--- src/rtl/dmem_arbiter.sv ---
// dmem_arbiter: two-port round-robin arbiter and access sequencer for the data memory.
// Port 0 is the core LSU, port 1 the debug/DMA loader; one access is in flight at a time.
module dmem_arbiter #(
    parameter int DM_ADDRESS = 9,
    parameter int DATA_W     = 32,
    parameter int RD_LAT     = 1
) (
    input  logic                  clk,
    input  logic                  rst_n,
    input  logic [1:0]            req,
    input  logic [1:0]            we,
    input  logic [2:0]            funct3_0,
    input  logic [2:0]            funct3_1,
    input  logic [DM_ADDRESS-1:0] addr_0,
    input  logic [DM_ADDRESS-1:0] addr_1,
    input  logic [DATA_W-1:0]     wdata_0,
    input  logic [DATA_W-1:0]     wdata_1,
    output logic [1:0]            gnt,
    output logic [1:0]            rvalid,
    output logic                  err,
    output logic [DATA_W-1:0]     rdata,
    output logic                  mem_read,
    output logic                  mem_write,
    output logic [2:0]            mem_funct3,
    output logic [DM_ADDRESS-1:0] mem_addr,
    output logic [DATA_W-1:0]     mem_wdata,
    input  logic [DATA_W-1:0]     mem_rdata
);
    typedef enum logic [2:0] {IDLE, CHECK, ISSUE, WAIT, RESP} state_t;
    state_t                state;
    logic                  last_winner;
    logic                  owner;
    logic                  win;
    logic                  legal;
    logic                  l_we;
    logic [2:0]            l_f3;
    logic [DM_ADDRESS-1:0] l_addr;
    logic [DATA_W-1:0]     l_wdata;
    logic [1:0]            cnt;
    logic [1:0]            resp;
    // grant is combinational so the requester's fields are sampled in the grant cycle itself
    always_comb begin
        win   = (req == 2'b11) ? ~last_winner : req[1];
        gnt   = (rst_n && state == IDLE && |req) ? (win ? 2'b10 : 2'b01) : 2'b00;
        legal = l_we ? (l_f3 <= 3'd2) : (l_f3 <= 3'd2 || l_f3 == 3'd4 || l_f3 == 3'd5);
        resp  = owner ? 2'b10 : 2'b01;
    end
    always_ff @(posedge clk or negedge rst_n) begin
        if (!rst_n) begin
            state       <= IDLE;
            last_winner <= 1'b1;
            owner       <= 1'b0;
            l_we        <= 1'b0;
            l_f3        <= '0;
            l_addr      <= '0;
            l_wdata     <= '0;
            cnt         <= '0;
            rvalid      <= '0;
            err         <= 1'b0;
            rdata       <= '0;
            mem_read    <= 1'b0;
            mem_write   <= 1'b0;
            mem_funct3  <= '0;
            mem_addr    <= '0;
            mem_wdata   <= '0;
        end else begin
            rvalid    <= '0;
            err       <= 1'b0;
            mem_write <= 1'b0;
            case (state)
                IDLE: if (|req) begin
                    owner       <= win;
                    last_winner <= win;
                    l_we        <= we[win];
                    l_f3        <= win ? funct3_1 : funct3_0;
                    l_addr      <= win ? addr_1 : addr_0;
                    l_wdata     <= win ? wdata_1 : wdata_0;
                    state       <= CHECK;
                end
                CHECK: if (!legal) begin
                    rvalid <= resp;
                    err    <= 1'b1;
                    rdata  <= '0;
                    state  <= RESP;
                end else begin
                    mem_addr   <= l_addr;
                    mem_funct3 <= l_f3;
                    mem_wdata  <= l_wdata;
                    mem_write  <= l_we;
                    mem_read   <= !l_we;
                    state      <= ISSUE;
                end
                ISSUE: if (l_we || RD_LAT == 0) begin
                    if (!l_we) rdata <= mem_rdata;
                    mem_read <= 1'b0;
                    rvalid   <= resp;
                    state    <= RESP;
                end else begin
                    cnt   <= 2'(RD_LAT);
                    state <= WAIT;
                end
                WAIT: if (cnt == 2'd1) begin
                    rdata    <= mem_rdata;
                    mem_read <= 1'b0;
                    rvalid   <= resp;
                    state    <= RESP;
                end else begin
                    cnt <= cnt - 2'd1;
                end
                RESP: state <= IDLE;
                default: state <= IDLE;
            endcase
        end
    end
endmodule

--- config.mk ---
export PLATFORM = sky130hd
export DESIGN_NAME = dmem_arbiter
export DESIGN_NICKNAME = d
export VERILOG_FILES = /design/src/rtl/dmem_arbiter.sv
export SDC_FILE = /design/constraint.sdc
export NUM_CORES = 1
export LEC_CHECK = 0
export BUFFER_PORTS_ARGS = -buffer_cell sky130_fd_sc_hd__buf_2
export CAP_MARGIN = 20
export CORE_UTILIZATION = 51
export CTS_BUF_LIST = sky130_fd_sc_hd__clkbuf_16
export DETAILED_ROUTE_END_ITERATION = 10
export PLACE_DENSITY = 0.81
export SKIP_CTS_REPAIR_TIMING = 1
export SLEW_MARGIN = 20
export SYNTH_ARGS = -nofsm -noshare
export SYNTH_HDL_FRONTEND = slang
export SYNTH_SLANG_ARGS = --single-unit
--- constraint.sdc ---
create_clock -name clk -period 2 [get_ports clk]
set_input_delay 0.2 -clock clk [delete_from_list [all_inputs] [get_ports clk]]
set_output_delay 0.2 -clock clk [all_outputs]
set_load 0.05 [all_outputs]
==> out/metrics.yaml, run 1 <==
status: "finished, violations left"
violations: "design-rule violations, negative hold slack"
hpwl_um: 9560
ys_ff_latch: 133
hold_viol: 112
placedInstanceArea_mm2: 0.00739
synth_edf_count: 0
synth_seq_area_share: 0.540
gp_congestion: 0.760
power.total_mw: 16.0
drc: 14
async_flop_share: 1.00
tightest_slew_ns: 0.688
fill_cells: 828
track_usage: 0.244
dr.max_layer_used: "met4"
fin_ws_ns: 0.0740
core-area_mm2: 0.0116
grt_pass1_vias: 4879
maxCapViolCount: 0
worstPathArrival_ns: 1.73
cts.sinks: 133
crit_type: "reg2out"
finalClockSkew_ns: 0.0121
dp.cells: 809
m1WireLength_um: 5740
swShare: 0.440
dr_wl_met2_um: 7250
num_io_pins: 209
num_rows: 39
leakagePower_nw: 3.86
layout_worst_path_cycle_share: 0.963
post-route-cell-area_mm2: 0.00800
die_area_mm2: 0.0125
place_ws_ns: 0.203
synthToLayoutAreaGrowth_pct: 29.9
setup_viol: 0
p_clk_frac: 0.183
p_int_mw: 8.98
yosys_warnings: 0
routed_via_density: 5.39
timing.fmax_mhz: 519
cts.reportedPaths.clkPinSlew_ns: 0.06
endpoint_kind: "primary output"
grt_max_degree: 134
n_antenna_cell: 0
wl_met3_um: 790
post_drt_wl_per_cell_um: 16.7
required_ns: 1.80
grt_pass1_wl_um: 23700
fin_hold_ws_ns: -0.0660
nNetsFinal: 816
portBuffers: 208
htree_num_levels: 4
dr.pass1.iters: 8
overflow: 0
ant_nets: 0
syn_nets: 606
cts-root-buf: "clkbuf_16"
synthesis.area_mm2: 0.00616
final.setup.tns_ns: 0
yosysUniqueCellTypes: 41
slew_viol_final: 0
cp_max_fo: 13
fin_cells: 842
utilization: 0.689
totalWireLength_um: 14100
num_vias: 4541
cts_buffers: 17
cts_buffer_depth: 2
drive_gt1_frac: 0.571
rr_worst_depth: 4
die_h_um: 112
startpoint_type: "register"
die_x_um: 112
pwr-share-comb: 0.518
insertion_delay_ns: 0.41
antenna_found_initial: 0
drt_iter0_markers: 377
synth_flop_cell: "dfrtp_1"
start_util: 0.531
ir_drop_v: 0.00111
netlist_instances: 479
powerDensity_mw_per_mm2: 2000
p_seq_frac: 0.299
syn_area_per_cell_um2: 12.9
hp-class: "in2async"
slew_headroom: 0.541
cts_tree: "built"
switchingPower_mw: 7.05
finalCriticalPeriod_ns: 1.93
## sequential cells by signal (all words and copies together) (netlist names), 2 cells and up
signal      cells
cnt             2
l_addr          9
l_f3            3
l_wdata        32
mem_addr        9
mem_funct3      3
mem_wdata      32
rdata          32
rvalid          2
state           3
## power groups by stage
stage               Sequential [mW]  Combinational (mW)  Clock [mW]
floorplan                      7.32                3.74           0
global placement               4.77                7.91           0
detailed placement             4.85                8.17           0
CTS                            4.83                8.22        2.99
global route                   4.96                8.84        3.11
finish                         4.80                8.31        2.93
## worst max-delay path, stage by stage, from the launching register on
cell     delay [ns]
dfrtp_2        0.44
nor4_4         0.33
buf_12         0.19
and3_1         0.16
buf_4          0.19
## path summary, 6_finish.rpt
check | startpoint | end | slack, ns
max | state[1] | gnt[1] | 0.07
min | rst_n | rvalid[1] | -0.07
max reg2reg | l_f3[0] | mem_funct3[2] | 0.24
min reg2reg | mem_wdata[27] | mem_wdata[27] | 0.50
max in group asynchronous | rst_n | rdata[30] | 1.55
min in group clk | mem_rdata[18] | rdata[18] | 0.14
## per-layer routing
layer	up-vias	track usage
met5	-	0
met2	151	0.410
met4	0	0.122
met3	27	0.0604
li1	2142	-
met1	2221	0.291
## kinds of logic after synthesis
kind of cell | Yosys count | synth area share
and+or+nand+nor | 52 | 0.0457
DFF | 133 | 0.540
adders and majority gates | 1 | 0.00203
muxes | 138 | 0.255
buffers and inverters | 73 | 0.0550
AOI/OAI and AO/OA | 82 | 0.102
## placed cells by master, fill, tap and decap left out, types with 14 or more instances in the layout
cell type	Yosys	layout
inv_1	37	42
o2bb2ai_1	33	33
buf_4	3	14
o22ai_1	32	32
clkbuf_16	0	18
mux2_2	130	130
buf_2	12	205
dfrtp_1	132	129
nand2_1	34	34
## Yosys cell counts (all sizes together) (2+ instances only)
master	number	area (µm²)
nand2b	4	25.0
nor3b	2	26.3
o22ai	32	200
nor2	2	7.51
o2bb2ai	33	289
mux2i	2	20.0
dfrtp	132	3300
buf	21	143
a21oi	3	18.8
mux2	136	1550
a311oi	2	17.5
and3	2	12.5
clkbuf	15	57.6
inv	37	139
o21ai	5	36.3
nand2	34	128
## cell type report
class,count,area (µm²),share of cell area
well taps,143,179,0.0224
repair buffers,227,1290,0.161
flip-flops and latches,133,3330,0.416
multi-input cells,273,2510,0.314
inverters,37,139,0.0174
clock inverters,12,126,0.0158
clock buffers,17,425,0.0531
Power figures use the tool's default switching activity.
==> run 2: changes to the inputs <==
--- a/config.mk
+++ b/config.mk
@@ -10,6 +10,7 @@
 export CORE_UTILIZATION = 51
 export CTS_BUF_LIST = sky130_fd_sc_hd__clkbuf_16
 export DETAILED_ROUTE_END_ITERATION = 10
+export MAX_ROUTING_LAYER = met4
 export PLACE_DENSITY = 0.81
 export SKIP_CTS_REPAIR_TIMING = 1
 export SLEW_MARGIN = 20
==> run 2 against run 1 <==
Worst hold slack gained 0.0064 ns. Clock skew shrank 0.00081 ns. Wire length shrank 0.11%. Critical endpoint unchanged. Final area is the same. Fmax shrank 0.17%. The run still ends with design-rule violations, negative hold slack left. Combinational power is essentially flat.
==> out/metrics.yaml, run 2 (synthesis results as in run 1) <==
leakagePower_nw: 3.86  # unchanged
die_x_um: 112  # unchanged
setup_viol: 0  # unchanged
drc: 14  # unchanged
slew_headroom: 0.548  # +0.00700
num_rows: 39  # unchanged
dp.cells: 809  # unchanged
grt_pass1_wl_um: 23700  # unchanged
crit_slowest_cell: "dfrtp_2"
timing.fmax_mhz: 518  # -0.17%
start_util: 0.531  # unchanged
ir_drop_v: 0.00111  # -0.10%
overflow: 0  # unchanged
synthToLayoutAreaGrowth_pct: 29.9  # unchanged
crit_path_max_incr_delay_ns: 0.44  # about the same
grt_pass1_vias: 4876  # -0.061%
die_area_mm2: 0.0125  # unchanged
powerDensity_mw_per_mm2: 2000  # about the same
finalCriticalPeriod_ns: 1.93  # +0.00324 ns
die_h_um: 112  # unchanged
slew_viol_final: 0  # unchanged
drt_iter0_markers: 458  # +21%
cts_buffers: 17  # unchanged
crit_type: "reg2out"
routed_via_density: 5.36  # -0.59%
final_common_cell: "buf_2"
track_usage: 0.251  # +0.00753
n_antenna_cell: 0  # unchanged
fin_cells: 842  # unchanged
hp-class: "in2async"
violations: "design-rule violations, negative hold slack"
layout_worst_path_cycle_share: 0.965  # +0.00162
antenna_found_initial: 0  # unchanged
top_regs: "l_wdata (32), mem_wdata (32), rdata (32)"
cts_tree: "built"
placedInstanceArea_mm2: 0.00739  # unchanged
nNetsFinal: 816  # unchanged
dr.pass1.iters: 8  # unchanged
cp_max_fo: 13  # unchanged
cts-root-buf: "clkbuf_16"
fin_hold_ws_ns: -0.0596  # +0.00642 ns
grt_max_degree: 134  # unchanged
hold_viol: 132  # +18%
startpoint_type: "register"
ant_nets: 0  # unchanged
tightest_slew_ns: 0.678  # -0.0105 ns
post_drt_wl_per_cell_um: 16.7  # -0.11%
hpwl_um: 9560  # unchanged
startpoint: "state[1]"
finalClockSkew_ns: 0.0113  # -0.000814 ns
rr_startpoint: "l_f3[0]"
maxCapViolCount: 0  # unchanged
worstPathArrival_ns: 1.73  # about the same
required_ns: 1.80  # about the same
post-route-cell-area_mm2: 0.00800  # unchanged
worstPathCellList: "nor4_4 -> buf_12 -> and3_1 -> buf_4"
htree_num_levels: 4  # unchanged
portBuffers: 208  # unchanged
cts.sinks: 133  # unchanged
totalWireLength_um: 14100  # -0.11%
cts.reportedPaths.clkPinSlew_ns: 0.06  # about the same
status: "finished, violations left"
mostFrequentLayoutCells: "buf_2 (205), mux2_2 (130), dfrtp_1 (129)"
num_vias: 4514  # -0.59%
num_io_pins: 209  # unchanged
drive_gt1_frac: 0.571  # unchanged
gp_congestion: 0.770  # +1.3%
endpoint_kind: "primary output"
cts_buffer_depth: 2  # unchanged
insertion_delay_ns: 0.41  # about the same
core-area_mm2: 0.0116  # unchanged
run 2: cell counts in the layout (fill, tap and decap cells not counted):
No cell type changed its count.
run 2: stage by stage:
| step | hold WS, ns | util | worst slack (ns) | setup TNS (ns) | power [mW] |
|---|---|---|---|---|---|
| after floorplan | -0.0956 | - | 0.199 | 0 | 11.1 |
| after global placement | 0.391 | 0.637 | 0.257 | 0 | 12.7 |
| after detailed placement | 0.411 | 0.637 | 0.203 | 0 | 13.0 |
| after CTS | -0.0329 | 0.684 | -0.176 | -0.340 | 16.0 |
| after global routing | 0.00338 | 0.689 | -0.00358 | -0.00481 | 16.9 |
| final | -0.0596 | 0.689 | 0.0708 | 0 | 16.0 |
run 2: power breakdown:
group	total [mW]	switching, mW	leakage, nW	internal [mW]
Sequential	4.80	0.745	1.61	4.05
Clock	2.93	1.03	0.289	1.90
Combinational	8.30	5.27	1.96	3.03
run 2: worst paths after layout:
| kind | slack [ns] | depth (start not counted) | to |
|---|---|---|---|
| worst max-delay path | 0.07 | 4 | gnt[1] |
| worst min-delay path | -0.06 | 2 | state[2] |
| worst max register to register | 0.24 | 4 | mem_funct3[2] |
| worst min register to register | 0.50 | 1 | mem_wdata[27] |
| max in group asynchronous | 1.57 | 2 | state[1] |
| min in group clk | 0.14 | 4 | rdata[18] |
run 2: metal layers:
metal  GRT usage  wire length (µm)  up-vias
li1            -                 -     2136
met5           -                 0        -
met4       0.122               296        0
met1       0.296              5790     2199
met2       0.410              7260      155
met3      0.0539               734       24
run 2: critical path, delay by kind of cell (launching register included):
kind,cells,cell delay (ns)
and+or+nand+nor,2,0.49
buffers and inverters,2,0.38
DFF,1,0.44
run 2: final cells by class:
| type | instances | area [µm²] |
|---|---|---|
| Clock inverter | 12 | 126 |
| Clock buffer | 17 | 425 |
| Multi-Input combinational cell | 273 | 2510 |
| Sequential cell | 133 | 3330 |
| Timing Repair Buffer | 227 | 1290 |
| Tap cell | 143 | 179 |
| Inverter | 37 | 139 |
| Fill cell | 828 | 3610 |
